$ cat src/rtl/cache_arbiter_if.sv
// Bundle of the two requester ports and the single-port cache request/response bus.
// master = arbiter side, slave = requesters plus cache side.
interface cache_arbiter_if #(
    parameter int ADDR_W = 32,
    parameter int DATA_W = 32
);
    logic              rq0_req;
    logic [ADDR_W-1:0] rq0_addr;
    logic [DATA_W-1:0] rq0_data;
    logic              rq0_type;
    logic              rq0_done;
    logic [DATA_W-1:0] rq0_rdata;
    logic              rq0_err;

    logic              rq1_req;
    logic [ADDR_W-1:0] rq1_addr;
    logic [DATA_W-1:0] rq1_data;
    logic              rq1_type;
    logic              rq1_done;
    logic [DATA_W-1:0] rq1_rdata;
    logic              rq1_err;

    logic [ADDR_W-1:0] c_req_addr;
    logic [DATA_W-1:0] c_req_data;
    logic              c_req_type;
    logic              c_req_do;
    logic [DATA_W-1:0] c_O_data;
    logic              c_req_done;

    modport master (
        input  rq0_req, rq0_addr, rq0_data, rq0_type,
        output rq0_done, rq0_rdata, rq0_err,
        input  rq1_req, rq1_addr, rq1_data, rq1_type,
        output rq1_done, rq1_rdata, rq1_err,
        output c_req_addr, c_req_data, c_req_type, c_req_do,
        input  c_O_data, c_req_done
    );

    modport slave (
        output rq0_req, rq0_addr, rq0_data, rq0_type,
        input  rq0_done, rq0_rdata, rq0_err,
        output rq1_req, rq1_addr, rq1_data, rq1_type,
        input  rq1_done, rq1_rdata, rq1_err,
        input  c_req_addr, c_req_data, c_req_type, c_req_do,
        output c_O_data, c_req_done
    );
endinterface

$ cat src/rtl/cache_arbiter.sv
// Round-robin arbiter sharing one single-port cache between rq0 (ifetch) and rq1 (data).
// Optional WAIT watchdog with DRAIN state when CACHE_ARB_TIMEOUT_EN is defined (adds TIMEOUT_CYCLES).
module cache_arbiter #(
    parameter int ADDR_W = 32,
    parameter int DATA_W = 32
`ifdef CACHE_ARB_TIMEOUT_EN
    ,
    parameter int TIMEOUT_CYCLES = 64
`endif
) (
    input  logic            clk,
    input  logic            reset,
    cache_arbiter_if.master bus
);
    typedef enum logic [2:0] {S_IDLE, S_ISSUE, S_WAIT, S_RESP, S_DRAIN} state_t;

    state_t            state, state_nxt;
    logic              prio, owner, grant, any_req;
    logic              timeout, drain_needed;
    logic              req_do, lat_type;
    logic [ADDR_W-1:0] lat_addr;
    logic [DATA_W-1:0] lat_data, resp_data;
    logic [1:0]        done_q;

`ifdef CACHE_ARB_TIMEOUT_EN
    localparam int CNT_W = (TIMEOUT_CYCLES > 1) ? $clog2(TIMEOUT_CYCLES) : 1;
    logic [CNT_W-1:0] wait_cnt;
    logic             err_q;

    always_ff @(posedge clk or posedge reset) begin
        if (reset) begin
            wait_cnt <= '0;
            err_q    <= 1'b0;
        end else begin
            if (state == S_ISSUE)
                wait_cnt <= '0;
            else if (state == S_WAIT)
                wait_cnt <= wait_cnt + 1'b1;
            if (state == S_WAIT && (bus.c_req_done || timeout))
                err_q <= timeout;
        end
    end

    // A c_req_done on the limit cycle wins, so timeout requires its absence.
    assign timeout      = (state == S_WAIT) && !bus.c_req_done &&
                          (wait_cnt == CNT_W'(TIMEOUT_CYCLES - 1));
    assign drain_needed = err_q && !bus.c_req_done;
    assign bus.rq0_err  = done_q[0] & err_q;
    assign bus.rq1_err  = done_q[1] & err_q;
`else
    assign timeout      = 1'b0;
    assign drain_needed = 1'b0;
    assign bus.rq0_err  = 1'b0;
    assign bus.rq1_err  = 1'b0;
`endif

    always_ff @(posedge clk or posedge reset) begin
        if (reset)
            state <= S_IDLE;
        else
            state <= state_nxt;
    end

    always_comb begin
        any_req   = bus.rq0_req | bus.rq1_req;
        grant     = (bus.rq0_req & bus.rq1_req) ? prio : bus.rq1_req;
        state_nxt = state;
        unique case (state)
            S_IDLE:  if (any_req) state_nxt = S_ISSUE;
            S_ISSUE: state_nxt = S_WAIT;
            S_WAIT:  if (bus.c_req_done || timeout) state_nxt = S_RESP;
            S_RESP:  state_nxt = drain_needed ? S_DRAIN : S_IDLE;
            S_DRAIN: if (bus.c_req_done) state_nxt = S_IDLE;
            default: state_nxt = S_IDLE;
        endcase
    end

    always_ff @(posedge clk or posedge reset) begin
        if (reset) begin
            prio      <= 1'b0;
            owner     <= 1'b0;
            req_do    <= 1'b0;
            lat_addr  <= '0;
            lat_data  <= '0;
            lat_type  <= 1'b0;
            resp_data <= '0;
            done_q    <= 2'b00;
        end else begin
            req_do <= 1'b0;
            done_q <= 2'b00;
            if (state == S_IDLE && any_req) begin
                owner    <= grant;
                prio     <= ~grant;
                lat_addr <= grant ? bus.rq1_addr : bus.rq0_addr;
                lat_data <= grant ? bus.rq1_data : bus.rq0_data;
                lat_type <= grant ? bus.rq1_type : bus.rq0_type;
                req_do   <= 1'b1;
            end
            if (state == S_WAIT && (bus.c_req_done || timeout)) begin
                resp_data <= (bus.c_req_done && !lat_type) ? bus.c_O_data : '0;
                done_q    <= owner ? 2'b10 : 2'b01;
            end
        end
    end

    assign bus.c_req_do   = req_do;
    assign bus.c_req_addr = lat_addr;
    assign bus.c_req_data = lat_data;
    assign bus.c_req_type = lat_type;
    assign bus.rq0_done   = done_q[0];
    assign bus.rq1_done   = done_q[1];
    assign bus.rq0_rdata  = done_q[0] ? resp_data : '0;
    assign bus.rq1_rdata  = done_q[1] ? resp_data : '0;
endmodule

$ cat src/flat_wrapper.sv
// flat-port wrapper written by rule: the top's interface ports become plain ports
module cache_arbiter_flat 
#(
    parameter int ADDR_W = 32,
    parameter int DATA_W = 32

)
  (clk, reset, bus_rq0_req, bus_rq0_addr, bus_rq0_data, bus_rq0_type, bus_rq0_done, bus_rq0_rdata, bus_rq0_err, bus_rq1_req, bus_rq1_addr, bus_rq1_data, bus_rq1_type, bus_rq1_done, bus_rq1_rdata, bus_rq1_err, bus_c_req_addr, bus_c_req_data, bus_c_req_type, bus_c_req_do, bus_c_O_data, bus_c_req_done);
  cache_arbiter_if #(.ADDR_W(ADDR_W), .DATA_W(DATA_W)) bus_i ();
  input  logic clk;
  input  logic reset;
  input wire logic [$bits(bus_i.rq0_req)-1:0] bus_rq0_req;
  input wire logic [$bits(bus_i.rq0_addr)-1:0] bus_rq0_addr;
  input wire logic [$bits(bus_i.rq0_data)-1:0] bus_rq0_data;
  input wire logic [$bits(bus_i.rq0_type)-1:0] bus_rq0_type;
  output wire logic [$bits(bus_i.rq0_done)-1:0] bus_rq0_done;
  output wire logic [$bits(bus_i.rq0_rdata)-1:0] bus_rq0_rdata;
  output wire logic [$bits(bus_i.rq0_err)-1:0] bus_rq0_err;
  input wire logic [$bits(bus_i.rq1_req)-1:0] bus_rq1_req;
  input wire logic [$bits(bus_i.rq1_addr)-1:0] bus_rq1_addr;
  input wire logic [$bits(bus_i.rq1_data)-1:0] bus_rq1_data;
  input wire logic [$bits(bus_i.rq1_type)-1:0] bus_rq1_type;
  output wire logic [$bits(bus_i.rq1_done)-1:0] bus_rq1_done;
  output wire logic [$bits(bus_i.rq1_rdata)-1:0] bus_rq1_rdata;
  output wire logic [$bits(bus_i.rq1_err)-1:0] bus_rq1_err;
  output wire logic [$bits(bus_i.c_req_addr)-1:0] bus_c_req_addr;
  output wire logic [$bits(bus_i.c_req_data)-1:0] bus_c_req_data;
  output wire logic [$bits(bus_i.c_req_type)-1:0] bus_c_req_type;
  output wire logic [$bits(bus_i.c_req_do)-1:0] bus_c_req_do;
  input wire logic [$bits(bus_i.c_O_data)-1:0] bus_c_O_data;
  input wire logic [$bits(bus_i.c_req_done)-1:0] bus_c_req_done;
  assign bus_i.rq0_req = bus_rq0_req;
  assign bus_i.rq0_addr = bus_rq0_addr;
  assign bus_i.rq0_data = bus_rq0_data;
  assign bus_i.rq0_type = bus_rq0_type;
  assign bus_rq0_done = bus_i.rq0_done;
  assign bus_rq0_rdata = bus_i.rq0_rdata;
  assign bus_rq0_err = bus_i.rq0_err;
  assign bus_i.rq1_req = bus_rq1_req;
  assign bus_i.rq1_addr = bus_rq1_addr;
  assign bus_i.rq1_data = bus_rq1_data;
  assign bus_i.rq1_type = bus_rq1_type;
  assign bus_rq1_done = bus_i.rq1_done;
  assign bus_rq1_rdata = bus_i.rq1_rdata;
  assign bus_rq1_err = bus_i.rq1_err;
  assign bus_c_req_addr = bus_i.c_req_addr;
  assign bus_c_req_data = bus_i.c_req_data;
  assign bus_c_req_type = bus_i.c_req_type;
  assign bus_c_req_do = bus_i.c_req_do;
  assign bus_i.c_O_data = bus_c_O_data;
  assign bus_i.c_req_done = bus_c_req_done;
  cache_arbiter #(.ADDR_W(ADDR_W), .DATA_W(DATA_W)) u_core (.clk(clk), .reset(reset), .bus(bus_i));
endmodule
$ cat config.mk
export PLATFORM = sky130hd
export DESIGN_NAME = cache_arbiter_flat
export DESIGN_NICKNAME = d
export VERILOG_FILES = /design/src/rtl/cache_arbiter_if.sv /design/src/rtl/cache_arbiter.sv /design/src/flat_wrapper.sv
export SDC_FILE = /design/constraint.sdc
export NUM_CORES = 1
export LEC_CHECK = 0
export CAP_MARGIN = 0
export CORE_MARGIN = 4
export CORE_UTILIZATION = 41
export CTS_BUF_LIST = sky130_fd_sc_hd__clkbuf_8
export DETAILED_ROUTE_END_ITERATION = 10
export GPL_TIMING_DRIVEN = 0
export PLACE_DENSITY_LB_ADDON = 0.05
export SYNTH_ARGS = -nofsm -noshare
export SYNTH_HDL_FRONTEND = slang
export SYNTH_SLANG_ARGS = --single-unit
export TNS_END_PERCENT = 10
$ cat constraint.sdc
create_clock -name clk -period 4.7 [get_ports clk]
set_input_delay 0.94 -clock clk [delete_from_list [all_inputs] [get_ports clk]]
set_output_delay 0.94 -clock clk [all_outputs]
set_load 0.05 [all_outputs]
==> impl_metrics.csv <==
group,metric,value,unit
clock_tree,numClockSinks,104,
sta,final-hold-violation-count,0,
route,drc,0,
hold_path,worstHoldPathType,"reg2reg",
die,die-width,125,µm
route,drt_pass1_iterations,7,
clock_tree,post_cts_buffers,0,
die,initial_core_util,42.0,%
hold_path,holdPathStages,1,
route,routed_via_density,5.21,
sta,post_route_clock_period_utilization,67.1,%
worst_setup_path,worst-path-max-fanout,10,
yosys,synthesis.yosys.warnings,0,
clock_tree,cts_buffers,9,
grt,first_global_vias,5837,
run,max_cap_violations,0,
die,ios,301,
final_layout,design_area,9030,µm²
final_layout,fillerInstances,1111,
final_layout,final_cells,1099,
die,floorplan.core_area,13300,µm²
yosys,synth-edff-count,0,
route,wl_met2,9610,µm
yosys,synth.largest_area_cell,"dfrtp_1",
sta,fin_skew,0.00636,ns
grt,grt_antenna_before_repair,0,
sta,slew_headroom,58.9,%
sta,timing.final.max_slew_violations,0,
final_layout,post_route_cells_drive_above_1_share,13.2,%
clock_tree,clk_path_buf_depth,2,
clock_tree,clockRootBuffer,"clkbuf_8",
power,irDropWorstVdd,0.342,mV
outcome,outcome,"complete, no violations",
clock_tree,cts_hold_buf,0,
yosys,post_synth_num_cell_types,30,
power,post-layout-total-power,5840,µW
final_layout,final_util,67.9,%
route,top_layer_used,"met4",
final_layout,numnets_final,1089,
worst_setup_path,crit_path_end_kind,"primary output",
power,power_density,647,nW/µm²
clock_tree,ctsHtreeMaxLevel,3,
die,die_y,125,µm
die,rows,42,
yosys,post_synth_instance_area,5590,µm²
final_layout,final-seq-area,2600,µm²
placed_design,numPlacedInstances,1084,
yosys,synth_flop_cell,"dfrtp_1",
worst_setup_path,timing.setup.critical_path_class,"reg2out",
sta,layout_min_cycle_time,3.15,ns
worst_setup_path,reg2reg_slack,3.01,ns
sta,grt_setup_unrepaired,"no",
worst_setup_path,timing.reg2reg.worst_path_depth,6,
grt,grt_use_total,24.4,%
final_layout,n_antenna_cell,0,
clock_tree,number_of_instances_resized_during_post_cts_repair,0,
placed_design,gp_routability_congestion,0.861,
power,p_leak,0.00360,µW
route,routed_met1_length,7440,µm
clock_tree,clock_latency,0.38,ns
route,route.vias.total,5725,
route,route.met3.wl,1630,µm
sta,setup_viol,0,
yosys,syn_avg_cell_area,9.17,µm²
sta,clock.fmax,317,MHz
yosys,ys_seq_elements,104,
yosys,yosysMostFrequentCell,"dfrtp_1",
yosys,asyncSetResetFlopFracSynth,100,%
die,die_area,15600,µm²
yosys,post_synthesis_cells,609,
grt,overflow,0,
worst_setup_path,critPathLaunchType,"flip-flop",
yosys,ys_seq_area_share,46.6,%
route,post_route_antenna_net_violation_count,0,
route,aggregate_routed_wire_length,19400,µm
yosys,synth.top_cell.area_share,46.6,%
final_layout,footprint_of_the_multi_input_gates,2560,µm²
worst_setup_path,crit_required,3.76,ns
sta,timing.setup.tns,0,ns
yosys,synth_top_cells_by_area,"dfrtp_1 47%, a31oi_1 7.4%, and2_1 7.2%",
route,wl_per_cell,17.6,µm
clock_tree,cts_tree,"yes",
clock_tree,clock_pin_slew_worst_setup_and_hold_paths,0.09,ns
grt,grt_start_max_net_pins,70,
placed_design,place.detailed.hpwl,14900,µm
worst_setup_path,timing.critical_path.arrival,2.21,ns
grt,first_pass_grt_wire_length,30800,µm
route,initial_drt_markers,383,
sta,tightestPinTransition,0.614,ns
yosys,post_synth_most_frequent_cells,"104 x dfrtp_1, 66 x a31oi_1, 66 x nor2_1",
placed_design,detailed_place.area,8810,µm²
placed_design,place.port_buffers,297,
final_layout,area.growth.synth_to_final,61.7,%
metal layers:
metal  up-vias  global-route usage [%]
met5         -                       0
met3        47                    7.12
li1       2702                       -
met4         0                    9.74
met2       274                    41.2
met1      2702                    29.2
where the power goes:
part | switching (µW) | internal, µW
clock network | 309 | 324
registers | 285 | 1350
logic | 2290 | 1280
flip-flops by register name (all words and copies together), names as in the netlist:
signal	cells
u_core.bus.c_req_do	1
u_core.prio	1
u_core.resp_data	32
u_core.bus.c_req_addr	32
u_core.bus.c_req_data	32
u_core.owner	1
u_core.done_q	2
u_core.bus.c_req_type	1
u_core.state	2
logic make-up after synthesis:
| group | Yosys count | share of synthesized area [%] |
|---|---|---|
| AO/OA/AOI/OAI | 234 | 26.9 |
| adder cells (fa/ha/maj) | 3 | 0.672 |
| buffers and inverters | 67 | 7.55 |
| flip-flops | 104 | 46.6 |
| multiplexers | 1 | 0.202 |
| other | 1 | 0.0671 |
| AND/OR/NAND/NOR | 199 | 18.1 |
placed cells by master (no fill, tap or decap), types with 32 or more instances in the layout:
master,n
and2_1,64
dfrtp_1,104
clkdlybuf4s50_1,297
a31oi_1,66
nor2_1,66
o21ai_1,35
a21oi_1,37
nand2b_1,32
nand2_1,33
o21ai_0,32
final cells by class:
type,count,share of cell area (%)
clock buffer,11,1.68
clock inverter,4,0.762
sequential,104,28.8
buffer,61,4.42
tap,176,2.44
multi-input combinational,439,28.4
inverter,6,0.277
timing repair buffer,298,33.2
worst max-delay path, cell delays in order (launching register included):
cell and delay, ns:
dfrtp_1 0.45, clkbuf_1 0.34, and2_1 0.23, clkdlybuf4s50_1 0.82
path summary, 6_finish.rpt:
kind	startpoint	end
max in group asynchronous	reset	u_core.bus.c_req_addr[28]$_DFFE_PP0P_
max	u_core.done_q[1]$_DFF_PP0_	bus_rq1_rdata[30]
min in group asynchronous	reset	u_core.resp_data[18]$_DFFE_PP0P_
max reg2reg	u_core.state[0]$_DFFE_PP0P_	u_core.resp_data[0]$_DFFE_PP0P_
min	u_core.owner$_DFFE_PP0P_	u_core.done_q[0]$_DFF_PP0_
min reg2reg	u_core.owner$_DFFE_PP0P_	u_core.done_q[0]$_DFF_PP0_
per-stage QoR:
| step | setup slack (ns) | hold slack, ns |
|---|---|---|
| 2_1_floorplan | 1.03 | 0.419 |
| 3_3_place_gp | -0.664 | 0.453 |
| 3_5_place_dp | 1.93 | 0.460 |
| 4_1_cts | 1.51 | 0.474 |
| 5_1_grt | 1.42 | 0.496 |
| 6_report | 1.55 | 0.481 |
(Power assumes the default switching activity.)
==> edit: new RTL, config.mk and constraints unchanged <==
The 5 states of `state_t` get a one-hot encoding in 5 bits.
--- a/src/rtl/cache_arbiter.sv
+++ b/src/rtl/cache_arbiter.sv
@@ -13,5 +13,5 @@
     cache_arbiter_if.master bus
 );
-    typedef enum logic [2:0] {S_IDLE, S_ISSUE, S_WAIT, S_RESP, S_DRAIN} state_t;
+    typedef enum logic [4:0] {S_IDLE = 5'b00001, S_ISSUE = 5'b00010, S_WAIT = 5'b00100, S_RESP = 5'b01000, S_DRAIN = 5'b10000} state_t;
 
     state_t            state, state_nxt;
Check against the original RTL: no difference found for any inputs over 10 cycles, from zero or initial values and one cycle with reset high; not proved beyond that.
==> edit against the original RTL <==
Wire length down 6.6%; setup slack better by 0.0047 ns; sequential cell count rose by 2; final area is 2.2% lower; power is 9.3% lower; area after synthesis fell by 2.7%; largest cell class unchanged; non-clock buffer count down 10; final cell count decreased by 9.3%.
==> edit: results (changes against the original RTL) <==
Total GRT Usage=23.5% (-0.87 points); Seq/Total Area, Yosys=48.8% (+2.3 points); area of the multi-input gates=2440 sq um (-5.0%); layout cell share with drive strength beyond 1=8.74% (-4.5 points); fraction of area in registers=30.0% (+1.2 points); Clk pwr share=9.8% (-1.0 points); sw frac=46.2% (-3.2 points); global-route wire length before repair=27.7 mm (-9.9%); worst slack, placed=1.87 ns (-0.0540 ns); utilization after layout=69.1% (+1.2 points); total clock sinks=106 (+1.9%); fin crit share=67.0% (-0.099 points); Diodes inserted=1 (+1); DRT iter0 DRCs=277 (-28%); Pwr Total=5.29 mW (-9.3%); non-clock buffer count in the final layout=349 (-2.8%); VDD IR-drop max=0.354 mV (+3.6%); initial antenna violation count=1 (+1); dpl cells=980 (-9.6%); fillers=975 (-12%); vias in the first global route=5464 (-6.4%); DP HPWL=14.1 mm (-5.5%); r2r endpoint=u_core.bus.c_req_data[2]; Synth area leaders=dfrtp_1, a221o_1, and2_1, mux2_4, nor3_1; placed cell area=8650 sq um (-1.8%); Non-clock buffering overhead=37.6% (-0.054 points); multi-input gates=346 (-21%); via density per instance=5.16 (-0.86%); end point of the critical path=bus_rq0_rdata[28]; Reg2Reg Launch Point=u_core.state[0]; synth cell count leaders=dfrtp_1, nand2_1, nor3_1, a221o_1, and2_1; Post-Route Skew=0.0139 ns (+0.00754 ns); slew at the pin closest to its max-slew limit=0.578 ns (-0.0366 ns); WL per Instance=18.1 um (+3.0%); Critical Path Max Stage Delay=0.80 ns (-0.02 ns); core area=12800 sq um (-3.9%); Routed WL=18.1 mm (-6.6%); Flop pwr share=30.6% (+2.6 points); FF-to-FF setup slack=2.79 ns (-0.22 ns); Root Driver=clkbuf_8; status=finished clean; Syn Inst Count=509 (-16%); non-clock inverter count in the final layout=7 (+1); Pleak=3.79 nW (+5.4%); Net count, final=986 (-9.5%); Crit. Startpoint=u_core.done_q[0]; largest net degree at the start of global routing=69 (-1.4%)
edit: cells by family after synthesis:
group / share of synthesized area, %
AND/OR/NAND/NOR: 23.4
flip-flops: 48.8
AO/OA/AOI/OAI: 12.8
buffers and inverters: 6.36
multiplexers: 8.50
other: 0.0690
edit: layer usage:
layer | global-route usage, % | part of all wire (%)
met1 | 25.5 | 36
met3 | 8.87 | 8.9
met4 | 8.37 | 3.0
met5 | 0 | 0
met2 | 41.9 | 52
edit: how the worst min path moves through the flow:
| stage | start | end | slack (ns) | depth (start not counted) |
|---|---|---|---|---|
| 2_1_floorplan | u_core.owner | u_core.done_q[0] | 0.43 | 1 |
| 3_3_place_gp | u_core.owner | u_core.done_q[0] | 0.45 | 1 |
| 3_5_place_dp | u_core.owner | u_core.done_q[0] | 0.46 | 1 |
| 4_1_cts | u_core.owner | u_core.done_q[0] | 0.48 | 1 |
| 5_1_grt | u_core.owner | u_core.done_q[0] | 0.49 | 1 |
| 6_report | u_core.owner | u_core.done_q[0] | 0.47 | 1 |
